===== config.mk =====
export PLATFORM = sky130hd
export DESIGN_NAME = cipher_round_seq
export DESIGN_NICKNAME = d
export VERILOG_FILES = /design/src/rtl/cipher_round_seq.sv
export SDC_FILE = /design/constraint.sdc
export NUM_CORES = 1
export LEC_CHECK = 0
export ABC_CLOCK_PERIOD_IN_PS = 32299
export CORE_ASPECT_RATIO = 0.6
export CORE_MARGIN = 3
export CORE_UTILIZATION = 52
export DETAILED_ROUTE_END_ITERATION = 6
export GPL_TIMING_DRIVEN = 0
export PLACE_DENSITY = 0.86
export SKIP_CTS_REPAIR_TIMING = 1
export SLEW_MARGIN = 20
export SYNTH_ARGS = -nofsm -noshare
export SYNTH_HDL_FRONTEND = slang
export SYNTH_SLANG_ARGS = --single-unit

===== constraint.sdc =====
create_clock -name clk -period 32.3 [get_ports clk]
set_input_delay 6.46 -clock clk [delete_from_list [all_inputs] [get_ports clk]]
set_output_delay 6.46 -clock clk [all_outputs]
set_load 0.02 [all_outputs]

===== src/rtl/cipher_round_seq.sv =====
// Iterative block-cipher sequencer: whitens, runs NROUNDS passes of an external round unit, unwhitens.
// Latency: NROUNDS cycles from accept edge to out_valid; one block in flight at a time.
// Backpressure: result held in OUT until out_ready; a new block can be accepted on the same handshake edge.
module cipher_round_seq #(
  parameter int NROUNDS = 8,
  parameter int RK_W    = 16
) (
  input  logic            clk,
  input  logic            rst,
  input  logic            in_valid,
  output logic            in_ready,
  input  logic [63:0]     in_data,
  input  logic [255:0]    in_key,
  output logic            out_valid,
  input  logic            out_ready,
  output logic [63:0]     out_data,
  input  logic            flush,
  output logic            busy,
  output logic [63:0]     rnd_idata,
  output logic [RK_W-1:0] rnd_key,
  input  logic [63:0]     rnd_odata
);

  typedef enum logic [1:0] {
    IDLE  = 2'd0,
    ROUND = 2'd1,
    OUT   = 2'd2
  } fsm_e;

  localparam logic [3:0] LAST_RND = 4'(NROUNDS - 1);

  fsm_e        fsm_q, fsm_d;
  logic [3:0]  rnd_cnt_q, rnd_cnt_d;
  logic [63:0] state_q, state_d;
  logic [255:0] key_q, key_d;
  logic        out_valid_q, out_valid_d;
  logic [63:0] out_data_q, out_data_d;

  logic        accept;
  logic [63:0] in_x;
  logic [63:0] in_white;
  logic [63:0] out_white;
  logic [7:0]  key_shamt;
  logic [7:0]  key_msb;

  // Ready is suppressed during reset and flush so nothing can slip in alongside an abort.
  assign in_ready = ~rst & ~flush &
                    ((fsm_q == IDLE) | ((fsm_q == OUT) & out_ready));
  assign accept   = in_valid & in_ready;

  // Input whitening with the middle key quarter, then a Feistel-style half mix.
  assign in_x     = in_data ^ in_key[127:64];
  assign in_white = {in_x[63:32], in_x[63:32] ^ in_x[31:0]};

  // Inverse half mix of the final round result, then output whitening with the low key quarter.
  assign out_white = {rnd_odata[63:32], rnd_odata[31:0] ^ rnd_odata[63:32]} ^ key_q[63:0];

  // Round keys are consumed MSB-first: k0 = key_q[255 -: RK_W] on the first round.
  assign key_shamt = 8'(rnd_cnt_q) * 8'(RK_W);
  assign key_msb   = 8'd255 - key_shamt;
  assign rnd_key   = key_q[key_msb -: RK_W];
  assign rnd_idata = state_q;

  assign busy      = (fsm_q != IDLE);
  assign out_valid = out_valid_q;
  assign out_data  = out_data_q;

  // Next-state logic: flush beats accept, accept beats the per-state progression.
  always_comb begin
    fsm_d       = fsm_q;
    rnd_cnt_d   = rnd_cnt_q;
    state_d     = state_q;
    key_d       = key_q;
    out_valid_d = out_valid_q;
    out_data_d  = out_data_q;

    if (flush) begin
      fsm_d       = IDLE;
      out_valid_d = 1'b0;
      rnd_cnt_d   = 4'd0;
    end else if (accept) begin
      key_d       = in_key;
      state_d     = in_white;
      rnd_cnt_d   = 4'd0;
      out_valid_d = 1'b0;
      fsm_d       = ROUND;
    end else begin
      case (fsm_q)
        ROUND: begin
          state_d = rnd_odata;
          if (rnd_cnt_q == LAST_RND) begin
            // Last pass: capture the unwhitened result directly from the round unit.
            out_data_d  = out_white;
            out_valid_d = 1'b1;
            rnd_cnt_d   = 4'd0;
            fsm_d       = OUT;
          end else begin
            rnd_cnt_d = rnd_cnt_q + 4'd1;
          end
        end
        OUT: begin
          if (out_ready) begin
            out_valid_d = 1'b0;
            fsm_d       = IDLE;
          end
        end
        default: begin
        end
      endcase
    end
  end

  // State and output registers; reset clears everything so no partial result is ever visible.
  always_ff @(posedge clk or posedge rst) begin
    if (rst) begin
      fsm_q       <= IDLE;
      rnd_cnt_q   <= 4'd0;
      state_q     <= 64'd0;
      key_q       <= 256'd0;
      out_valid_q <= 1'b0;
      out_data_q  <= 64'd0;
    end else begin
      fsm_q       <= fsm_d;
      rnd_cnt_q   <= rnd_cnt_d;
      state_q     <= state_d;
      key_q       <= key_d;
      out_valid_q <= out_valid_d;
      out_data_q  <= out_data_d;
    end
  end

endmodule


# Word level (Yosys, flattened, before mapping)
# Cells that the tools add are included.
# totals
reg_bits,391
out_inout_bits,147
# op_classes
shift,1
bitwise_logic,12
n_reduce_logical,9
n_addsub,2
muxes,16
n_eq_ne,5
# op_table
op,n
$shiftx A271 B9 Y16,1
$mux W64,2
$xor A64 B64 Y64,2
$xor A32 B32 Y32,2
$mux W4,4
$mux W2,4
$ne A4 B4 Y1 const B,2
$sub A8 B8 Y8 const A,1
$add A4 B1 Y4 const B,1
$and A1 B1 Y1,4
$eq A4 B3 Y1 const B,1
$mux W1,4
$pmux W2 S2,1
$reduce_and A2 Y1,2
$reduce_and A4 Y1,1
$reduce_bool A2 Y1,2
$reduce_bool A4 Y1,1
$not A1 Y1,3
$reduce_and A3 Y1,1
$reduce_bool A3 Y1,1
$eq A2 B1 Y1 const B,1
$eq A2 B2 Y1 const B,1
$logic_not A2 Y1,1
$pmux W1 S2,1
$or A1 B1 Y1,1

# Logic depth before layout (Yosys ltp)
# Gate-level depths: netlist of the first run.
# logic_depth
depth_word,7
mapped_depth,10
mapped_depth_nobuf,6

# Worst setup path after synthesis of the first run
# OpenSTA, ideal clock, no wires.
# synth_path
path_kind,input-to-output
from,input flush
to,output in_ready
arrival_time_ns,6.906
stages,2
path_buffers,0
slack_ns,18.934
path_cell_list,nor2_1 and2_1
# synth_between
elab_chain_cells,3
# synth_rtl
item,line_no,rtl
"start, declared",17,"input logic flush,"
$not A1 Y1 (no source line),-,
$and A1 B1 Y1 (2 in series),47,assign in_ready = ~rst & ~flush &
"end, declared",11,"output logic in_ready,"
# Every way passes these cells.

# Final worst setup path of the first run
# layout_path
from,input rst
to,output in_ready
# layout_between
elab_chain_cells,3
# layout_rtl
item,line_no,rtl
"start, declared",9,"input logic rst,"
$not A1 Y1,47,
$and A1 B1 Y1 (2 in series),47,
# Every way passes these cells.

==> results.toml, run 1 <==
[power]
power_density_nw_per_um2 = 77.3
ir_worst_vdd_v = 0.0000519
leakagePower_nw = 12.1

[critical_path]
crit_top_cell = "clkdlybuf4s50_1"
regToRegStartpoint = "fsm_q[0]"
critPathMaxStageDelay_ps = 670
cp_max_fo = 5
r2r_setup_slack_ps = 29710
critPathLaunchType = "primary input"
cp.arrival_ps = 8080
r2r_end = "key_q[131]"
end_kind = "output port"
cp_slowest_cell = "clkdlybuf4s50_1"
cp_top_family = "buffers and inverters"
worstPathRequired_ps = 25840
path_class = "in -> out"
worstPathCellList = "clkdlybuf4s50_1 > nor2_1 > and2_1 > clkdlybuf4s50_1"
crit_buf_inv = 2
r2r_cells = 8

[outcome]
status = "completed"

[yosys]
async_flop_share_pct = 100
synthTopCellsByArea = "dfrtp_1 (52%), nand2_1 (18%), xnor2_1 (6.0%)"
yosysMostFrequentCell = "nand2_1"
yosysWarnings = 0
yosysSeqAreaShare_pct = 51.9
synth_cell_types = 36
syn-cell-area_um2 = 18800
postSynthAreaPerCell_um2 = 9.62
synth_edf_count = 0
synth_top_area_share_pct = 51.9
synth-seq-cells = 390
syn_inst = 1955
syn_nets = 2348
netlist_top_cells_count = "nand2_1 (882), dfrtp_1 (390), xnor2_1 (128)"
synth_top_flop_cell = "dfrtp_1"
yosysTopAreaCell = "dfrtp_1"

[global_routing]
track_usage_pct = 40.7
grt_max_degree = 101
first_global_vias = 17786
overflow = 0
grt_pass1_wl_mm = 114
grt_antenna_before_repair = 14

[placed_design]
numPortBuffers = 535
gp_congestion = 1.03
dp_hpwl_mm = 64.0

[clock_network]
cts_tree = "yes"
cts_root_buf = "clkbuf_16"
clock_sinks = 390
h-tree-depth = 2
clk_path_buf_depth = 3
clock_insertion_delay_worst_skew_ps = 540
clkTransAtPathRegs_ps = 60
cts_made_buffers = 38

[drt]
routed_wl_mm = 79.8
dr.pass1.iters = 5
via_per_inst = 5.88
wl_per_cell_um = 26.3
drc = 0
met1_length_mm = 30.7
dr_wl_met3_mm = 11.1
dr_wl_met2_mm = 34.0
highest_layer = "met5"
drt_iter0_drc = 2060
via_count = 17842
ant_nets = 0

[sta]
hold_violations = 0
slew_violations = 0
finalCriticalPeriod_ps = 14540
tightest_slew_ps = 1020
finalSetupViolCount = 0
fin_crit_sh_pct = 45.0
setup-tns-final_ps = 0
worst_clock_skew_ps = 19.1
maxSlewHeadroom_pct = 32.1
max_freq_mhz = 68.8
rsz0062_at_grt = "no"

[run]
drv_cap = 0

[floorplan]
start_util_pct = 53.2
pin_count = 536
die-area_um2 = 38600
coreArea_um2 = 35300
die_height_um = 153
die_w_um = 251
std_cell_rows = 53

[worst_hold_path]
hold_class = "reg -> reg"
holdPathEnd = "key_q[214]"
hp-start = "key_q[214]"
holdPathStages = 2

[final_layout]
drive_above_1_share_pct = 6.57
fin_nets = 2927
final_util_pct = 74.0
areaGrowthSynthToFinish_pct = 39.1
report_power, final:
group	switching [mW]	leakage (nW)	internal [mW]
sequential	0.181	4.95	0.677
clock	0.197	0.618	0.269
combinational	0.365	6.53	0.333
final cells by class:
class                      count  area (um2)
clock inverter                11         141
fill                        2599        9190
buffer                       119         542
clock buffer                  53        1130
inverter                       7        33.8
antenna                       11        27.5
tap                          467         584
sequential                   390        9760
multi-input combinational   1439        8470
timing repair buffer         539        5470
routing by layer:
metal / global-route usage, % / vias to the layer above
met5: 0 / -
met4: 18.5 / 2
met3: 14.3 / 208
met2: 58.6 / 1264
met1: 55.6 / 8843
li1: - / 7525
placed cells by master (no fill, tap or decap), drive strengths merged, types with 58 or more instances in the layout:
| cell | n |
|---|---|
| buf | 61 |
| clkbuf | 115 |
| clkdlybuf4s50 | 535 |
| dfrtp | 390 |
| mux2i | 73 |
| mux4 | 58 |
| nand2 | 882 |
| o21ai | 129 |
| xnor2 | 128 |
| xor2 | 65 |
logic make-up after synthesis:
logic type      count (synthesis)  share of synthesized area, %
mux                           131                          11.0
xor+xnor                      193                          8.99
buf+inv                       126                          3.02
flops                         390                          51.9
fa+ha+maj                       4                         0.266
simple gates                  926                          18.9
compound gates                185                          5.90
worst max-delay path by stage:
stage / cells past startpoint / end / startpoint
after global routing: 4 / in_ready / rst
after detailed placement: 4 / in_ready / rst
after global placement: 2 / out_data[0] / rst
after floorplan: 1 / fsm_q[0] / rst
final: 4 / in_ready / rst
after CTS: 4 / in_ready / rst
per-stage QoR:
stage | hold WS, ps | total power [mW] | cells | setup WS [ps] | cell area, um2
finish | 476 | 2.02 | 3036 | 17760 | 26200
global route | 493 | 2.10 | 3034 | 17680 | 26200
CTS | 476 | 2.00 | 3025 | 17770 | 26100
detailed placement | 458 | 1.53 | 2961 | 17770 | 24900
global placement | 452 | 1.50 | 2957 | 10540 | 24700
floorplan | 437 | 1.17 | 1955 | 15000 | 18800
worst reg2reg max path, delay by kind of cell (launching register included):
kind / cells / cell delay (ps)
AOI/OAI and AO/OA: 1 / 240
DFF: 1 / 360
and+or+nand+nor: 3 / 390
adders and majority gates: 1 / 220
buffers and inverters: 3 / 1310
registers in the layout, indices dropped and copies added, names as in the netlist:
name and count:
rnd_idata 64, rnd_cnt_q 4, fsm_q 2, key_q 256, out_data 64
(Power assumes the default switching activity.)
==> run 2, diff against run 1 <==
--- a/config.mk
+++ b/config.mk
@@ -5,13 +5,13 @@
 export SDC_FILE = /design/constraint.sdc
 export NUM_CORES = 1
 export LEC_CHECK = 0
-export ABC_CLOCK_PERIOD_IN_PS = 32299
+export ABC_CLOCK_PERIOD_IN_PS = 12300
 export CORE_ASPECT_RATIO = 0.6
 export CORE_MARGIN = 3
-export CORE_UTILIZATION = 52
+export CORE_UTILIZATION = 44
 export DETAILED_ROUTE_END_ITERATION = 6
 export GPL_TIMING_DRIVEN = 0
-export PLACE_DENSITY = 0.86
+export PLACE_DENSITY = 0.78
 export SKIP_CTS_REPAIR_TIMING = 1
 export SLEW_MARGIN = 20
 export SYNTH_ARGS = -nofsm -noshare
==> constraint.sdc (replaced) <==
create_clock -name clk -period 12.3 [get_ports clk]
set_input_delay 2.46 -clock clk [delete_from_list [all_inputs] [get_ports clk]]
set_output_delay 2.46 -clock clk [all_outputs]
set_load 0.02 [all_outputs]
==> run 2 against run 1 <==
  * Hold slack worse by 7.5 ps
  * Largest cell class unchanged
  * First-iteration DRC count is 6.9% lower
  * Setup slack lost 12000 ps
  * Critical endpoint unchanged
  * Total power rose to 2.6 times the previous value
  * Via count decreased by 1.6%
  * Global-route usage decreased by 5.3 points
  * Clock skew grew 1.1 ps
==> results.toml, run 2 (synthesis gave the netlist of run 1 again) <==
[critical_path]
regToRegStartpoint = "fsm_q[1]"
path_class = "in -> out"
cp_max_fo = 5
r2r_cells = 8
critPathLaunchType = "primary input"
end_kind = "output port"
r2r_end = "key_q[126]"
cp.arrival_ps = 4050
r2r_setup_slack_ps = 9730
worstPathRequired_ps = 9840

[global_routing]
grt_use_met3_pct = 9.88
grt_antenna_before_repair = 6
grt_pass1_wl_mm = 116
overflow = 0
track_usage_pct = 35.3
grt_util_met2_pct = 52.0
busiest_layer = "met2"
first_global_vias = 17746
grt_max_degree = 36
met1_usage_pct = 49.7

[power]
leakagePower_nw = 12.2
ir_worst_vdd_v = 0.000111
power_density_nw_per_um2 = 200
power_mw = 5.29

[worst_hold_path]
holdPathEnd = "key_q[212]"
holdPathStages = 2
hp-start = "key_q[212]"
hold_class = "reg -> reg"

[sta]
tightest_slew_ps = 1040
maxSlewHeadroom_pct = 30.6
setup-tns-final_ps = 0
rsz0062_at_grt = "no"
finalCriticalPeriod_ps = 6510
max_freq_mhz = 154
worst_clock_skew_ps = 20.2
fin_crit_sh_pct = 52.9
hold_violations = 0
fin_hold_ws_ps = 469
finalWorstSetupSlack_ps = 5790
finalSetupViolCount = 0
slew_violations = 0

[final_layout]
final_common_cell = "nand2_1"
areaGrowthSynthToFinish_pct = 40.5
drive_above_1_share_pct = 6.80
design_area_um2 = 26400
mostFrequentLayoutCells = "nand2_1 (882), clkdlybuf4s50_1 (535), dfrtp_1 (390)"
largest_register_ffs = 256
fin_nets = 2938
max_flop_register = "key_q"
final_cells = 3139
register_area_um2 = 9760
final_util_pct = 64.0
fillers = 3356
multi_input_area_um2 = 8470

[placed_design]
gp_congestion = 1.00
numPortBuffers = 535
placed_area_um2 = 25200
post-place-ws_ps = 5830
dp_hpwl_mm = 66.0
dp.cells = 3064

[clock_network]
clock_sinks = 390
clk_path_buf_depth = 3
clock_insertion_delay_worst_skew_ps = 550
clkTransAtPathRegs_ps = 60
cts_tree = "yes"
cts_root_buf = "clkbuf_16"
cts_made_buffers = 39
h-tree-depth = 2

[floorplan]
std_cell_rows = 57
pin_count = 536
die_height_um = 166
coreArea_um2 = 41300
die-area_um2 = 45300
start_util_pct = 45.5
die_w_um = 273

[drt]
via_per_inst = 5.60
wl_per_cell_um = 26.0
ant_nets = 0
routed_wl_mm = 81.6
drc = 0
dr.pass1.iters = 5
drt_iter0_drc = 1918
via_count = 17563

[outcome]
status = "completed"

[run]
drv_cap = 0
[run 2: cell type report]
class / instances / share of cell area (%)
antenna: 6 / 0.0569
inverter: 7 / 0.114
multi-input combinational: 1439 / 32.1
clock inverter: 7 / 0.237
tap: 560 / 2.65
timing repair buffer: 549 / 21.4
clock buffer: 62 / 4.45
sequential: 390 / 37.0
buffer: 119 / 2.05
[run 2: worst max path at each step]
| stage | startpoint | endpoint | slack (ps) | depth (start not counted) |
|---|---|---|---|---|
| global placement | rst | out_data[57] | 2040 | 2 |
| CTS | flush | in_ready | 5830 | 4 |
| detailed placement | flush | in_ready | 5830 | 4 |
| floorplan | rst | fsm_q[0] | 4590 | 1 |
| global route | flush | in_ready | 5710 | 4 |
| finish | flush | in_ready | 5790 | 4 |
[run 2: power by group]
| group | switching (mW) | total (mW) | internal (mW) |
|---|---|---|---|
| combinational | 0.952 | 1.83 | 0.881 |
| clock | 0.528 | 1.20 | 0.676 |
| sequential | 0.474 | 2.25 | 1.78 |
[run 2: worst max-delay path: stages]
cell	delay [ps]
clkdlybuf4s50_1	480
nor2_1	270
and2_1	170
clkdlybuf4s50_1	660
[run 2: per-layer routing]
metal,share of wire (%),wire length (um)
met1,41,33600
met2,43,35100
met3,11,9360
met4,4.3,3530
met5,0.029,24
